$ cat src/rtl/fighter_pkg.sv
// Shared types and default key maps for the fighter motion sequencer.
// Pressed-vector bit positions are shared by the decoder and the sequencer.
package fighter_pkg;

    typedef enum logic [1:0] {
        GROUND  = 2'd0,
        RISE    = 2'd1,
        AIR     = 2'd2,
        RESPAWN = 2'd3
    } move_state_t;

    localparam int KEY_VEC_W    = 5;
    localparam int KEY_IDX_LEFT  = 0;
    localparam int KEY_IDX_RIGHT = 1;
    localparam int KEY_IDX_UP    = 2;
    localparam int KEY_IDX_DOWN  = 3;
    localparam int KEY_IDX_ATK   = 4;

    // Player 1: A / D / W / S / F
    localparam logic [7:0] P1_KEY_LEFT  = 8'h04;
    localparam logic [7:0] P1_KEY_RIGHT = 8'h07;
    localparam logic [7:0] P1_KEY_UP    = 8'h1A;
    localparam logic [7:0] P1_KEY_DOWN  = 8'h16;
    localparam logic [7:0] P1_KEY_ATK   = 8'h09;

    // Player 2: arrow cluster plus M
    localparam logic [7:0] P2_KEY_LEFT  = 8'h50;
    localparam logic [7:0] P2_KEY_RIGHT = 8'h4F;
    localparam logic [7:0] P2_KEY_UP    = 8'h52;
    localparam logic [7:0] P2_KEY_DOWN  = 8'h51;
    localparam logic [7:0] P2_KEY_ATK   = 8'h10;

    // An empty slot (8'h00) never counts as a press, even for a zero key map entry.
    function automatic logic key_in_slots(
        input logic [7:0] key,
        input logic [7:0] s1,
        input logic [7:0] s2,
        input logic [7:0] s3,
        input logic [7:0] s4
    );
        return (key != 8'h00) && ((s1 == key) || (s2 == key) || (s3 == key) || (s4 == key));
    endfunction

endpackage

$ cat src/rtl/key_decode.sv
// Combinational match of the four USB keycode slots against one player's key map.
module key_decode
    import fighter_pkg::*;
#(
    parameter logic [7:0] KEY_LEFT  = P1_KEY_LEFT,
    parameter logic [7:0] KEY_RIGHT = P1_KEY_RIGHT,
    parameter logic [7:0] KEY_UP    = P1_KEY_UP,
    parameter logic [7:0] KEY_DOWN  = P1_KEY_DOWN,
    parameter logic [7:0] KEY_ATK   = P1_KEY_ATK
) (
    input  logic [7:0]           keycode_1_i,
    input  logic [7:0]           keycode_2_i,
    input  logic [7:0]           keycode_3_i,
    input  logic [7:0]           keycode_4_i,
    output logic [KEY_VEC_W-1:0] pressed_o
);

    assign pressed_o[KEY_IDX_LEFT]  = key_in_slots(KEY_LEFT,  keycode_1_i, keycode_2_i, keycode_3_i, keycode_4_i);
    assign pressed_o[KEY_IDX_RIGHT] = key_in_slots(KEY_RIGHT, keycode_1_i, keycode_2_i, keycode_3_i, keycode_4_i);
    assign pressed_o[KEY_IDX_UP]    = key_in_slots(KEY_UP,    keycode_1_i, keycode_2_i, keycode_3_i, keycode_4_i);
    assign pressed_o[KEY_IDX_DOWN]  = key_in_slots(KEY_DOWN,  keycode_1_i, keycode_2_i, keycode_3_i, keycode_4_i);
    assign pressed_o[KEY_IDX_ATK]   = key_in_slots(KEY_ATK,   keycode_1_i, keycode_2_i, keycode_3_i, keycode_4_i);

endmodule

$ cat src/rtl/fighter_move_ctrl.sv
// Per-frame motion sequencer for one fighter: jump / air / respawn FSM, attack
// cooldown and key edge tracking. All outputs are registered (one frame latency).
module fighter_move_ctrl
    import fighter_pkg::*;
#(
    parameter logic [7:0] KEY_LEFT       = P1_KEY_LEFT,
    parameter logic [7:0] KEY_RIGHT      = P1_KEY_RIGHT,
    parameter logic [7:0] KEY_UP         = P1_KEY_UP,
    parameter logic [7:0] KEY_DOWN       = P1_KEY_DOWN,
    parameter logic [7:0] KEY_ATK        = P1_KEY_ATK,
    parameter logic [7:0] JUMP_FRAMES    = 8'd20,
    parameter logic [3:0] MAX_JUMPS      = 4'd2,
    parameter logic [7:0] ATK_COOLDOWN   = 8'd15,
    parameter logic [7:0] RESPAWN_FRAMES = 8'd60
) (
    input  logic       frame_clk,
    input  logic       Reset,
    input  logic [7:0] keycode_1_i,
    input  logic [7:0] keycode_2_i,
    input  logic [7:0] keycode_3_i,
    input  logic [7:0] keycode_4_i,
    input  logic       on_ground_i,
    input  logic       death_status_i,
    input  logic       hit_i,
    output logic       move_left_o,
    output logic       move_right_o,
    output logic       rise_o,
    output logic       drop_o,
    output logic       attack_o,
    output logic       invuln_o,
    output logic [1:0] state_o
);

    logic [KEY_VEC_W-1:0] pressed;
    logic key_left, key_right, key_up, key_down, key_atk;
    logic up_edge, atk_edge, hit_taken, frozen;

    move_state_t state_q, state_d;
    logic [7:0]  timer_q, timer_d;
    logic [7:0]  cooldown_q, cooldown_d;
    logic [3:0]  jump_cnt_q, jump_cnt_d;
    logic        key_up_q, key_atk_q;
    logic        move_left_q, move_left_d;
    logic        move_right_q, move_right_d;
    logic        rise_q, rise_d;
    logic        drop_q, drop_d;
    logic        attack_q, attack_d;
    logic        invuln_q, invuln_d;

    function automatic logic [7:0] sat_dec(input logic [7:0] v);
        return (v == 8'd0) ? 8'd0 : v - 8'd1;
    endfunction

    key_decode #(
        .KEY_LEFT  (KEY_LEFT),
        .KEY_RIGHT (KEY_RIGHT),
        .KEY_UP    (KEY_UP),
        .KEY_DOWN  (KEY_DOWN),
        .KEY_ATK   (KEY_ATK)
    ) u_key_decode (
        .keycode_1_i (keycode_1_i),
        .keycode_2_i (keycode_2_i),
        .keycode_3_i (keycode_3_i),
        .keycode_4_i (keycode_4_i),
        .pressed_o   (pressed)
    );

    assign key_left  = pressed[KEY_IDX_LEFT];
    assign key_right = pressed[KEY_IDX_RIGHT];
    assign key_up    = pressed[KEY_IDX_UP];
    assign key_down  = pressed[KEY_IDX_DOWN];
    assign key_atk   = pressed[KEY_IDX_ATK];

    assign up_edge   = key_up  & ~key_up_q;
    assign atk_edge  = key_atk & ~key_atk_q;
    assign hit_taken = hit_i & ~invuln_q;

    // Death outranks everything and restarts the respawn window even mid-respawn.
    always_comb begin
        state_d    = state_q;
        timer_d    = timer_q;
        jump_cnt_d = jump_cnt_q;
        if (death_status_i) begin
            state_d    = RESPAWN;
            timer_d    = RESPAWN_FRAMES;
            jump_cnt_d = 4'd0;
        end else begin
            unique case (state_q)
                GROUND: begin
                    jump_cnt_d = 4'd0;
                    if (up_edge) begin
                        state_d    = RISE;
                        timer_d    = JUMP_FRAMES;
                        jump_cnt_d = 4'd1;
                    end else if (!on_ground_i) begin
                        state_d = AIR;
                    end
                end
                RISE: begin
                    if (hit_taken || !key_up || (timer_q <= 8'd1)) begin
                        state_d = AIR;
                        timer_d = 8'd0;
                    end else begin
                        timer_d = sat_dec(timer_q);
                    end
                end
                AIR: begin
                    if (up_edge && (jump_cnt_q < MAX_JUMPS)) begin
                        state_d    = RISE;
                        timer_d    = JUMP_FRAMES;
                        jump_cnt_d = jump_cnt_q + 4'd1;
                    end else if (on_ground_i) begin
                        state_d = GROUND;
                    end
                end
                RESPAWN: begin
                    if (timer_q <= 8'd1) begin
                        state_d    = AIR;
                        timer_d    = 8'd0;
                        jump_cnt_d = 4'd0;
                    end else begin
                        timer_d = sat_dec(timer_q);
                    end
                end
                default: state_d = AIR;
            endcase
        end
    end

    // Outputs describe the state the fighter occupies for the coming frame.
    always_comb begin
        frozen       = (state_d == RESPAWN);
        move_left_d  = key_left  & ~key_right & ~frozen;
        move_right_d = key_right & ~key_left  & ~frozen;
        rise_d       = (state_d == RISE);
        drop_d       = key_down & (state_d == GROUND);
        attack_d     = atk_edge & (cooldown_q == 8'd0) & ~frozen;
        invuln_d     = frozen;
        cooldown_d   = attack_d ? ATK_COOLDOWN : sat_dec(cooldown_q);
    end

    always_ff @(posedge frame_clk or posedge Reset) begin
        if (Reset) begin
            state_q      <= AIR;
            timer_q      <= 8'd0;
            cooldown_q   <= 8'd0;
            jump_cnt_q   <= 4'd0;
            key_up_q     <= 1'b0;
            key_atk_q    <= 1'b0;
            move_left_q  <= 1'b0;
            move_right_q <= 1'b0;
            rise_q       <= 1'b0;
            drop_q       <= 1'b0;
            attack_q     <= 1'b0;
            invuln_q     <= 1'b0;
        end else begin
            state_q      <= state_d;
            timer_q      <= timer_d;
            cooldown_q   <= cooldown_d;
            jump_cnt_q   <= jump_cnt_d;
            key_up_q     <= key_up;
            key_atk_q    <= key_atk;
            move_left_q  <= move_left_d;
            move_right_q <= move_right_d;
            rise_q       <= rise_d;
            drop_q       <= drop_d;
            attack_q     <= attack_d;
            invuln_q     <= invuln_d;
        end
    end

    assign move_left_o  = move_left_q;
    assign move_right_o = move_right_q;
    assign rise_o       = rise_q;
    assign drop_o       = drop_q;
    assign attack_o     = attack_q;
    assign invuln_o     = invuln_q;
    assign state_o      = state_q;

endmodule

$ cat config.mk
export PLATFORM = sky130hd
export DESIGN_NAME = fighter_move_ctrl
export DESIGN_NICKNAME = d
export VERILOG_FILES = /design/src/rtl/fighter_pkg.sv /design/src/rtl/key_decode.sv /design/src/rtl/fighter_move_ctrl.sv
export SDC_FILE = /design/constraint.sdc
export NUM_CORES = 1
export LEC_CHECK = 0
export CORE_MARGIN = 2
export CORE_UTILIZATION = 50
export CTS_CLUSTER_DIAMETER = 60
export CTS_CLUSTER_SIZE = 30
export DETAILED_ROUTE_END_ITERATION = 8
export GPL_TIMING_DRIVEN = 0
export PLACE_DENSITY = 0.8
export SLEW_MARGIN = 25
export SYNTH_ARGS = -nofsm -noshare
export SYNTH_HDL_FRONTEND = slang
export SYNTH_HIERARCHICAL = 1
export SYNTH_SLANG_ARGS = --single-unit
$ cat constraint.sdc
create_clock -name frame_clk -period 2.3 [get_ports frame_clk]
set_clock_uncertainty 0.2 [all_clocks]
set_input_delay 0.46 -clock frame_clk [delete_from_list [all_inputs] [get_ports frame_clk]]
set_output_delay 0.46 -clock frame_clk [all_outputs]
set_load 0.02 [all_outputs]
=== After elaboration in Yosys (flattened, before gate mapping) ===
Cells that the tools add are included.

* Bits in latches: 0
* Input bits: 37
* Register bits after elaboration: 30
* Memory bits (writable): 0
* Bits in read-only memories: 0
* Output and inout bits: 8
* Memories kept: 0
* Word-level logic and storage cells: 109

* Add/subtract/negate cells: 3
* Mux-type cells: 22
* $lt $le $gt $ge: 2
* Divide/modulo/power cells: 0
* Shift operators: 0
* Eq/ne operators: 28
* Multiply operators: 0
* Bitwise gates (word level): 16
* Reductions and logical operators: 26

{| class="wikitable"
|+ Operator list
! cell !! count
|-
| $eq A8 B3 Y1 const B || 8
|-
| $eq A8 B5 Y1 const B || 8
|-
| $mux W8 || 8
|-
| $eq A8 B4 Y1 const B || 4
|-
| $pmux W8 S4 || 1
|-
| $logic_or A1 B1 Y1 || 17
|-
| $logic_not A8 Y1 || 2
|-
| $sub A8 B1 Y8 const B || 2
|-
| $mux W2 || 7
|-
| $mux W4 || 3
|-
| $pmux W4 S3 || 1
|-
| $and A1 B1 Y1 || 10
|-
| $ne A3 B3 Y1 const B || 3
|-
| $le A8 B1 Y1 const B || 1
|-
| $pmux W2 S4 || 1
|-
| $eq A2 B2 Y1 const B || 3
|-
| $not A1 Y1 || 6
|-
| $add A4 B1 Y4 const B || 1
|-
| $eq A2 B1 Y1 const B || 2
|-
| $logic_not A2 Y1 || 2
|-
| $lt A4 B2 Y1 const B || 1
|-
| $reduce_bool A4 Y1 || 1
|-
| $reduce_and A3 Y1 || 1
|-
| $reduce_and A2 Y1 || 1
|-
| other kinds (3) || 3
|}

=== Depth between registers and ports, before layout ===
Gate-level depths: netlist (run 1).

* Word-level depth: 14
* Mapped depth: 9
* Gate-level depth less buffers: 9

=== By module ===
Netlist (run 1), hierarchy kept.

{| class="wikitable"
|+ By module, submodules not included
! module !! cells an instance !! instances !! sequential area each (µm²) !! area each (µm²)
|-
| fighter_move_ctrl || 156 || 1 || 752.0 || 1547.7
|-
| key_decode || 46 || 1 || 0.0 || 327.8
|}

=== Worst setup path before layout (run 1) ===
Ideal clock, no wire load.

* Path type: input -> register
* Start: input port keycode_1_i[5]
* End: register timer_q[3]
* Data required time: 1976 ps
* Arrival: 2264 ps
* Buffers on the path: 0
* Setup time: 124 ps
* Slack: -288 ps
* Cell stages on the path: 8
* Cells stage by stage: or4b_4 > nor4b_1 > a41oi_1 > nand3_1 > nand2b_1 > a21oi_1 > nor2_1 > a211o_1

* Longest elaborated chain between the ends: 10
* Elaborated cells on any way between the ends: 15
* Classes of those cells: eq/ne: 3; mux: 3; bitwise: 1; reduce/logical: 8

{| class="wikitable"
|+ RTL lines
! item !! line !! source
|-
| start, declared || fighter_move_ctrl.sv:18 || <nowiki>input logic [7:0] keycode_1_i,</nowiki>
|-
| $eq A8 B5 Y1 * || fighter_pkg.sv:41 || <nowiki>return (key != 8'h00) && ((s1 == key) || (s2 == key) || (s3 == key) || (s4 == key));</nowiki>
|-
| $logic_or A1 B1 Y1 * (3 in a row) || fighter_pkg.sv:41 ||
|-
| via pressed[2] || fighter_move_ctrl.sv:34 || <nowiki>logic [KEY_VEC_W-1:0] pressed;</nowiki>
|-
| $logic_not A1 Y1 || fighter_move_ctrl.sv:100 || <nowiki>if (hit_taken || !key_up || (timer_q <= 8'd1)) begin</nowiki>
|-
| $logic_or A1 B1 Y1 (2 in a row) || fighter_move_ctrl.sv:100 ||
|-
| $mux W8 || fighter_move_ctrl.sv:100 ||
|-
| $pmux W8 S4 || fighter_move_ctrl.sv:88 || <nowiki>unique case (state_q)</nowiki>
|-
| $mux W8 || fighter_move_ctrl.sv:83 || <nowiki>if (death_status_i) begin</nowiki>
|-
| end signal, assigned || fighter_move_ctrl.sv:158 || <nowiki>timer_q <= timer_d;</nowiki>
|-
| end, declared || fighter_move_ctrl.sv:39 || <nowiki>logic [7:0] timer_q, timer_d;</nowiki>
|}

The timed path passes the listed nets; every way through them passes the cells marked *.
A chain may end at the register's enable or synchronous reset.

=== Worst setup path after layout (run 1) ===
* Start: input port keycode_3_i[6]
* End: register invuln_q (netlist: invuln_o)

* Longest elaborated chain between the ends: 10
* Elaborated cells on any way between the ends: 14
* Classes of those cells: eq/ne: 2; mux: 5; bitwise: 1; reduce/logical: 6

{| class="wikitable"
|+ RTL lines
! item !! line !! source
|-
| start, declared || fighter_move_ctrl.sv:20 || <nowiki>input logic [7:0] keycode_3_i,</nowiki>
|-
| $eq A8 B5 Y1 * || fighter_pkg.sv:41 ||
|-
| $logic_or A1 B1 Y1 * (2 in a row) || fighter_pkg.sv:41 ||
|-
| via pressed[2] || fighter_move_ctrl.sv:34 ||
|-
| $logic_not A1 Y1 || fighter_move_ctrl.sv:100 ||
|-
| $logic_or A1 B1 Y1 (2 in a row) || fighter_move_ctrl.sv:100 ||
|-
| $mux W2 || fighter_move_ctrl.sv:100 ||
|-
| $pmux W2 S4 * || fighter_move_ctrl.sv:88 ||
|-
| $mux W2 * || fighter_move_ctrl.sv:83 ||
|-
| via state_d[1] || fighter_move_ctrl.sv:38 || <nowiki>move_state_t state_q, state_d;</nowiki>
|-
| $eq A2 B2 Y1 * || fighter_move_ctrl.sv:132 || <nowiki>frozen = (state_d == RESPAWN);</nowiki>
|-
| via frozen || fighter_move_ctrl.sv:36 || <nowiki>logic up_edge, atk_edge, hit_taken, frozen;</nowiki>
|-
| end signal, assigned || fighter_move_ctrl.sv:168 || <nowiki>invuln_q <= invuln_d;</nowiki>
|-
| end, declared || fighter_move_ctrl.sv:48 || <nowiki>logic invuln_q, invuln_d;</nowiki>
|}

Marked as above.

==> impl_results.md, run 1 <==
* Async SR Flop Fraction at 1.00
* Leakage at approximately 1.3 nW
* RR Endpoint: invuln_o
* IO Pins at 45
* Area of the multi-input gates at 1340 um^2
* Failing checks: setup timing
* Fill count at 226
* Post-route minimum period at between 2000 and 3000 ps
* Inserted Clock Buffers at 5
* Final WS setup at -202 ps
* Synthesized area per cell at 9.28 um^2
* Design Area, Final at 2860 um^2
* Syn nets at 244
* Final estimated routing congestion in global placement at 0.828
* Drt first pass iters at 4
* H-Tree Level Count at 2
* Slew Limit Fails at 0
* Yosys reg bits at 30
* Status: finished, violations left
* Worst R2R Setup Slack at approximately 20 ps
* Die area at 4260 um^2
* Die Span X at approximately 65 um
* Via density per instance at 5.89
* Critical Path Sink Type: register
* Achievable Freq at roughly 400 MHz
* Post-Syn Area at about 1900 um^2
* Sink Count at 30
* DRC viols at 0
* Drt wl/cell at 16.2 um
* DRT Wirelength at 5100 um
* Std-Cell Core Area at 3630 um^2
* ANT cells at 0
* Worst path required time at 2280 ps
* Crit path DAT at 2480 ps
* Peak supply drop at 0.000407 V
* CTS Buffer Depth at 2
* Nets at roughly 310
* Hold Path End: jump_cnt_q[3]
* Clock-pin slew reported for the worst setup and hold paths after clock tree synthesis at about 60 ps
* DP Area at 2440 um^2
* Worst Hold Slack at 285 ps
* YS warnings at 6
* Setup TNS at -2240 ps
* Sequential-to-total area share from yosys stat at 0.401
* CTS tree: built
* Largest net degree at the start of global routing at 31
* Register area at between 700 and 800 um^2
* Clk Latency, worst-skew pair at 290 ps
* # setup viols final at 18
* Iter 0 DRT Violations at 199
* Final Hold Viols at 0
* Dpl hpwl at 3310 um
* Worst hold path stage count at 1
* Crit path kind: in2reg
* Chip Height at 65.2 um
* Final Cycle Share at 1.09
* Routed vias at 1855
* Post-Syn Instances at around 200
* Max FO, Critical Path at 6
* Site row count at 22
* R2r startpoint: state_o[1]
* Synth unique cells at 53
* Hold Path Class: reg2reg
* Root buffer cell: clkbuf_8
* Initial antenna violation count at 0
* Worst slack, placed at -810 ps
* Number of flops mapped to enable cells by yosys at 0
* Layout cells sized above 1 at 0.288
* Rel. slew slack at 0.586
* Maxcap violations at 0
* FF-to-FF path depth at 6
* Synth-to-Final Area Change at 52.4%
* Pwr per Cell Area at 578 nW/um^2
* Worst Hold Launch: jump_cnt_q[3]
* CP Launch Type: input port
* Vias in the first global route at 1864
* Input/output buffers at 44
* Total track usage at 0.240
* Ys flop type: dfrtp_1
* GRT Residual Overflow at 0
* RSZ-0062 raised after global routing: yes
* First-pass GRT wire length at roughly 8000 um
* Final ANT Viol Nets at 0
* Worst slew pin tran at 620 ps
* Starting Density at 0.516
critical path, cell delays in order:
cell	delay (ps)
buf_6	90
or4b_4	540
nor3b_4	200
nand3b_1	140
nand3_4	130
nand3b_1	180
o31ai_4	400
o21ai_4	170
and2_4	170
how the worst max path moves through the flow:
stage                              start            end  slack, ps  cells after the start
after floorplan           keycode_1_i[5]  cooldown_q[2]       -120                      8
after global placement    keycode_1_i[5]  cooldown_q[1]       -790                     10
after detailed placement  keycode_1_i[5]  cooldown_q[2]       -810                      9
after CTS                 keycode_1_i[6]  cooldown_q[1]       -140                     10
after global routing      keycode_1_i[6]       invuln_o       -270                      9
final                     keycode_3_i[6]       invuln_o       -200                      9
synth_stat cells (5+ instances only):
cell	number	area, um^2
nor4_1	5	31.3
nor4b_1	6	52.6
nor2b_1	6	37.5
nor3_1	9	45.0
ha_1	5	62.6
dfrtp_1	29	726
nand2b_1	12	75.1
nand3_1	5	25.0
nand2_1	13	48.8
a21oi_1	17	85.1
inv_1	8	30.0
nor2_1	12	45.0
power by group:
group	leakage, nW	internal, mW	switching (mW)
sequential	0.370	0.608	0.0843
clock	0.0575	0.302	0.201
combinational	0.827	0.250	0.208
routing by layer:
metal,wire length (um),part of all wire,global-route usage,vias to the layer above
met1,2190,0.43,0.277,879
met3,220,0.043,0.0411,11
met2,2610,0.51,0.434,61
met5,0,0,0,-
li1,-,-,-,904
met4,89,0.017,0.102,0
cells by family after synthesis:
family,Yosys count,synth area share
AOI/OAI and AO/OA,49,0.180
xor gates and xnor gates,3,0.0140
adders and majority gates,5,0.0334
buffers and inverters,13,0.0300
DFF,30,0.401
muxes,1,0.00600
and+or+nand+nor,101,0.336
timing repair:
action	CTS	global route
pin swaps	13	19
hold buffers	0	0
setup buffers	7	5
resized for setup	52	34
cloned	1	0
endpoints found under the setup margin	23	21
state kept, by name (all words and copies together) (netlist names):
signal / count
cooldown_q: 8
timer_q: 8
jump_cnt_q: 4
state_o: 2
attack_o: 1
drop_o: 1
invuln_o: 1
key_atk_q: 1
key_up_q: 1
move_left_o: 1
move_right_o: 1
rise_o: 1
per-stage QoR:
stage	std cells	utilization	power, mW
after detailed placement	294	0.671	1.11
after CTS	310	0.742	1.65
after global routing	315	0.787	1.75
after global placement	294	0.671	1.09
after floorplan	202	-	0.965
final	315	0.787	1.65
cells in the final DEF, fill, tap and decap left out, drive strengths merged, types with 2 or more instances in the layout:
cell type      instances
a21o                   2
a21oi                 17
a31oi                  3
a41oi                  2
and2                   3
buf                   21
clkbuf                13
clkdlybuf4s50         21
dfrtp                 29
dlygate4sd2            4
dlymetal6s2s          11
ha                     5
inv                    8
nand2                 13
nand2b                12
nand3                  5
nand3b                 4
nand4                  3
nand4b                 3
nor2                  13
nor2b                  6
nor3                   9
nor3b                  3
nor4                   6
nor4b                  6
nor4bb                 2
o211a                  2
o21ai                  6
o221ai                 3
o31ai                  3
o32a                   3
or2                    2
or3                    3
or4                    3
or4b                   2
xnor2                  2
area by class of cell:
class,instances,area share
tap,48,0.0210
sequential,30,0.263
inverter,8,0.0105
timing repair buffer,57,0.190
buffer,5,0.00919
clock buffer,8,0.0385
multi-input combinational,159,0.467
Power figures use the tool's default switching activity.
==> run 2, diff against run 1 <==
--- a/config.mk
+++ b/config.mk
@@ -5,10 +5,11 @@
 export SDC_FILE = /design/constraint.sdc
 export NUM_CORES = 1
 export LEC_CHECK = 0
+export CAP_MARGIN = 15
 export CORE_MARGIN = 2
 export CORE_UTILIZATION = 50
 export CTS_CLUSTER_DIAMETER = 60
-export CTS_CLUSTER_SIZE = 30
+export CTS_CLUSTER_SIZE = 28
 export DETAILED_ROUTE_END_ITERATION = 8
 export GPL_TIMING_DRIVEN = 0
 export PLACE_DENSITY = 0.8
==> constraint.sdc (replaced) <==
create_clock -name frame_clk -period 2.39 [get_ports frame_clk]
set_clock_uncertainty 0.2 [all_clocks]
set_input_delay 0.478 -clock frame_clk [delete_from_list [all_inputs] [get_ports frame_clk]]
set_output_delay 0.478 -clock frame_clk [all_outputs]
set_load 0.02 [all_outputs]
==> impl_results.md, run 2 (synthesized netlist as in run 1, its figures left out) <==
* Status: finished, violations left
* Failing checks: setup timing
* Clk Latency, worst-skew pair at 280 ps
* Final Cycle Share at 1.06
* CP Launch Type: input port
* IO Pins at between 40 and 50
* Crit path cell chain: clkdlybuf4s50_1 -> nor4b_4 -> nand4b_1 -> nand3_2 -> nand3b_1 -> buf_4 -> o31ai_4 -> o21ai_4 -> and2_4
* Leading cell type in the layout, fill and taps excluded: dfrtp_1
* CTS Hold Buffers Added at 0
* Via density per instance at between 5 and 6
* Max FO, Critical Path at 6
* Vias in the first global route at 1849
* Crit path DAT at 2520 ps
* WP buf/inv at 2
* Site row count at 22
* Rel. slew slack at 0.580
* Critical Path Sink Type: register
* Post-layout util at 0.785
* Setup TNS at -1790 ps
* Hold Path Class: reg2reg
* Starting Density at 0.516
* # setup viols final at 19
* Std-Cell Core Area at approximately 3600 um^2
* Crit path kind: in2reg
* Most frequent cells in the layout: dfrtp_1 (29), clkdlybuf4s50_1 (28), nand2_1 (13)
* First-pass GRT wire length at between 8000 and 9000 um
* Peak supply drop at 0.000394 V
* Largest net degree at the start of global routing at 31
* Critical path's top delay family: simple AND/OR/NAND/NOR gates
* CTS Buffer Depth at 2
* Input/output buffers at between 40 and 50
* Final estimated routing congestion in global placement at 0.828
* Largest stage delay, worst path at 460 ps
* Achievable Freq at 394 MHz
* Regs by FF count: cooldown_q (8), timer_q (8), jump_cnt_q (4)
* Slew Limit Fails at 0
* Fill count at 228
* Clock-pin slew reported for the worst setup and hold paths after clock tree synthesis at approximately 70 ps
* Iter 0 DRT Violations at 145
* Nets at 312
* Area of the multi-input gates at between 1000 and 1500 um^2
* Leakage at 1.20 nW
* Layout cells sized above 1 at 0.269
* Register area at 752 um^2
* RSZ-0062 raised after global routing: yes
* Die area at 4260 um^2
* Final non-filler cell total at 319
* Chip Height at between 60 and 70 um
* Routed vias at ~1.9k
* Crit path max-delay cell type: clkdlybuf4s50_1
* Post-route minimum period at 2540 ps
* Maxcap violations at 0
* CTS tree: built
* Drt first pass iters at 4
* H-Tree Level Count at 2
* Dpl cells at 294
* Root buffer cell: clkbuf_8
* Dpl hpwl at 3240 um
* Worst path required time at 2370 ps
* DRC viols at 0
* Drt wl/cell at approximately 16 um
* Worst slew pin tran at 629 ps
* Worst Hold Slack at between 200 and 300 ps
* Die Span X at 65.2 um
* Inserted Clock Buffers at 5
* Total track usage at 0.243
* Final Hold Viols at 0
* Initial antenna violation count at 0
* Final WS setup at -148 ps
* ANT cells at 0
* Pwr per Cell Area at 537 nW/um^2
* GRT Residual Overflow at 0
* Sink Count at 30
* DRT Wirelength at 4980 um
* Synth-to-Final Area Change at 52.2%
* Final ANT Viol Nets at 0
run 2: final cells by class:
class,count,share of cell area
Multi-Input combinational cell,159,0.453
Clock buffer,7,0.0302
Buffer,4,0.00789
Inverter,8,0.0105
Tap cell,48,0.0210
Sequential cell,30,0.263
Clock inverter,1,0.00175
Timing Repair Buffer,62,0.212
run 2: path summary, 6_finish.rpt:
check,start,end,slack (ps),cells past startpoint
hold / removal,jump_cnt_q[3],jump_cnt_q[3],280,1
setup / recovery,keycode_4_i[6],invuln_o,-150,9
setup reg to reg,timer_q[4],invuln_o,160,7
min in group asynchronous,Reset,timer_q[1],390,2
hold reg to reg,jump_cnt_q[3],jump_cnt_q[3],280,1
max in group asynchronous,Reset,cooldown_q[3],1170,2
run 2: where the power goes:
part / leakage, nW / total (mW) / switching, mW / internal (mW)
Clock: 0.0482 / 0.429 / 0.197 / 0.232
Sequential: 0.370 / 0.667 / 0.0822 / 0.585
Combinational: 0.782 / 0.436 / 0.194 / 0.241
Total: 1.20 / 1.53 / 0.473 / 1.06
run 2: worst register-to-register path, stage by stage (launching register included):
cell and delay (ps):
dfrtp_1 440, nor4_2 370, o211a_1 310, a21oi_1 60, o32a_1 330, buf_6 150
buf_6 120, and2_4 150
run 2: stage by stage:
stage	total power, mW	worst slack, ps	area, um^2
6_report	1.53	-148	2850
5_1_grt	1.62	-227	2850
4_1_cts	1.49	-162	2750
3_5_place_dp	1.06	-748	2440
3_3_place_gp	1.05	-695	2440
2_1_floorplan	0.928	-45.0	1940
run 2: routing by layer:
| layer | wire length (um) | vias to the layer above | track usage |
|---|---|---|---|
| met3 | 200 | 16 | 0.0462 |
| met1 | 2160 | 877 | 0.294 |
| met2 | 2510 | 58 | 0.422 |
| li1 | - | 905 | - |
| met5 | 0 | - | 0 |
| met4 | 112 | 0 | 0.0990 |
run 2: timing repair:
action / CTS / global route
resized for setup: 55 / 19
pin swaps: 18 / 14
endpoints found under the setup margin: 23 / 23
buffers inserted: 16 / 2
==> RTL edit (config.mk and constraints of run 2) <==
The package constant `KEY_VEC_W` goes from 5 to 10.
--- a/src/rtl/fighter_pkg.sv
+++ b/src/rtl/fighter_pkg.sv
@@ -9,7 +9,7 @@
         RESPAWN = 2'd3
     } move_state_t;
 
-    localparam int KEY_VEC_W    = 5;
+    localparam int KEY_VEC_W    = 10;
     localparam int KEY_IDX_LEFT  = 0;
     localparam int KEY_IDX_RIGHT = 1;
     localparam int KEY_IDX_UP    = 2;
Function: kept (Yosys induction, for registers that start in step).
==> RTL edit against run 2 <==
The flow still finishes with violations (negative setup slack); highest routed layer unchanged; via count is 0.11% lower; setup slack better by 0.00080 ns; area after synthesis stayed put; design area stayed put; wire length is 0.46% lower; hold slack hardly changed; sequential cell count stayed put; synthesized cell count stayed put; total power is 0.18% higher.
==> RTL edit: results (changes against run 2) <==
The endpoint of the lowest-slack register-to-register path is invuln_o (unchanged). The depth of the most critical reg-to-reg path came out at 7 (unchanged). The pin count of the biggest net entering global routing is 31 (unchanged). The worst slew margin relative to its limit came out at 58.4% (was 58.0%). The placed wire-length estimate after detailed placement came out at 3240 um (unchanged).

The clock tree root buffer cell is clkbuf_8 (unchanged). The clock-pin slew on the worst setup and hold paths was 0.07 ns (about the same). The iteration-0 DRC count of the detailed router is 118 (was 145). The post-synth net total is 244 (unchanged). The count of placed standard cells including taps came out at 294 (unchanged). The final cell count without fillers came out at 319 (unchanged). The hold path startpoint is jump_cnt_q[3] (unchanged). The iteration count of the initial detailed-routing pass came to 6 (was 4). The clock buffer count from CTS came to 5 (unchanged). The class of the most critical setup path is input pin to register (unchanged). The worst voltage drop across the vdd grid came out at 0.394 mV (about the same). The later-pin clock latency in the skew report is 0.28 ns (about the same).

Violated checks: negative setup slack (unchanged). The total number of vias was 1854 (was 1856). The worst hold slack is 0.282 ns (was 0.281 ns). Result of the run: complete, but fails checks (unchanged).

The reported leakage power is 1.20 nW (unchanged). The count of inserted antenna diode cells is 0 (unchanged). The number of buffers between clock root and the deepest sink was 2 (unchanged). The count of final setup violators is 20 (was 19).

The total track usage was 24.3% (unchanged). The total number of nets in the final design is 312 (unchanged). The worst setup margin came out at -0.147 ns (was -0.148 ns). The wire length per cell came out at 15.5 um (was 15.6 um). The Yosys warning count is 16 (was 6).
-- RTL edit: layout make-up --
| type | instances | area, sq um |
|---|---|---|
| tap | 48 | 60.1 |
| fill | 228 | 779 |
| clock buffer | 7 | 86.3 |
| multi-input combinational | 159 | 1290 |
| clock inverter | 1 | 5.00 |
| buffer | 4 | 22.5 |
| timing repair buffer | 62 | 604 |
| inverter | 8 | 30.0 |
| sequential | 30 | 752 |
-- RTL edit: per-layer routing --
layer  vias up  part of all wire [%]
met5         -                     0
met4         0                   2.4
met3        16                   4.3
met2        64                    50
met1       868                    43
li1        906                     -
-- RTL edit: per-stage QoR --
stage          power, mW  TNS [ns]  util (%)  setup slack (ns)  area (sq um)
2_1_floorplan      0.928    -0.218         -           -0.0450          1940
3_3_place_gp        1.05    -13.03      67.1            -0.695          2440
3_5_place_dp        1.06    -13.46      67.1            -0.748          2440
4_1_cts             1.49     -1.35      75.7            -0.162          2750
5_1_grt             1.62     -3.56      78.5            -0.227          2850
6_report            1.53     -1.78      78.5            -0.147          2850
-- RTL edit: report_power, final --
part	switching (mW)	internal, mW	leakage [nW]	total, mW
clock	0.198	0.232	0.0482	0.431
sequential	0.0826	0.585	0.370	0.668
combinational	0.195	0.241	0.782	0.436
-- RTL edit: worst min-delay path by stage --
stage / endpoint / depth (start not counted)
floorplan: jump_cnt_q[3] / 1
global placement: jump_cnt_q[3] / 1
detailed placement: jump_cnt_q[3] / 1
CTS: jump_cnt_q[3] / 1
global route: jump_cnt_q[3] / 1
finish: jump_cnt_q[3] / 1
-- RTL edit: what timing repair did --
item                                   in CTS  in global routing
endpoints found under the hold margin       0                  0
gates resized for setup                    55                 19
pin swaps                                  18                 14
buffers inserted                           16                  2
setup endpoints to repair                  23                 23
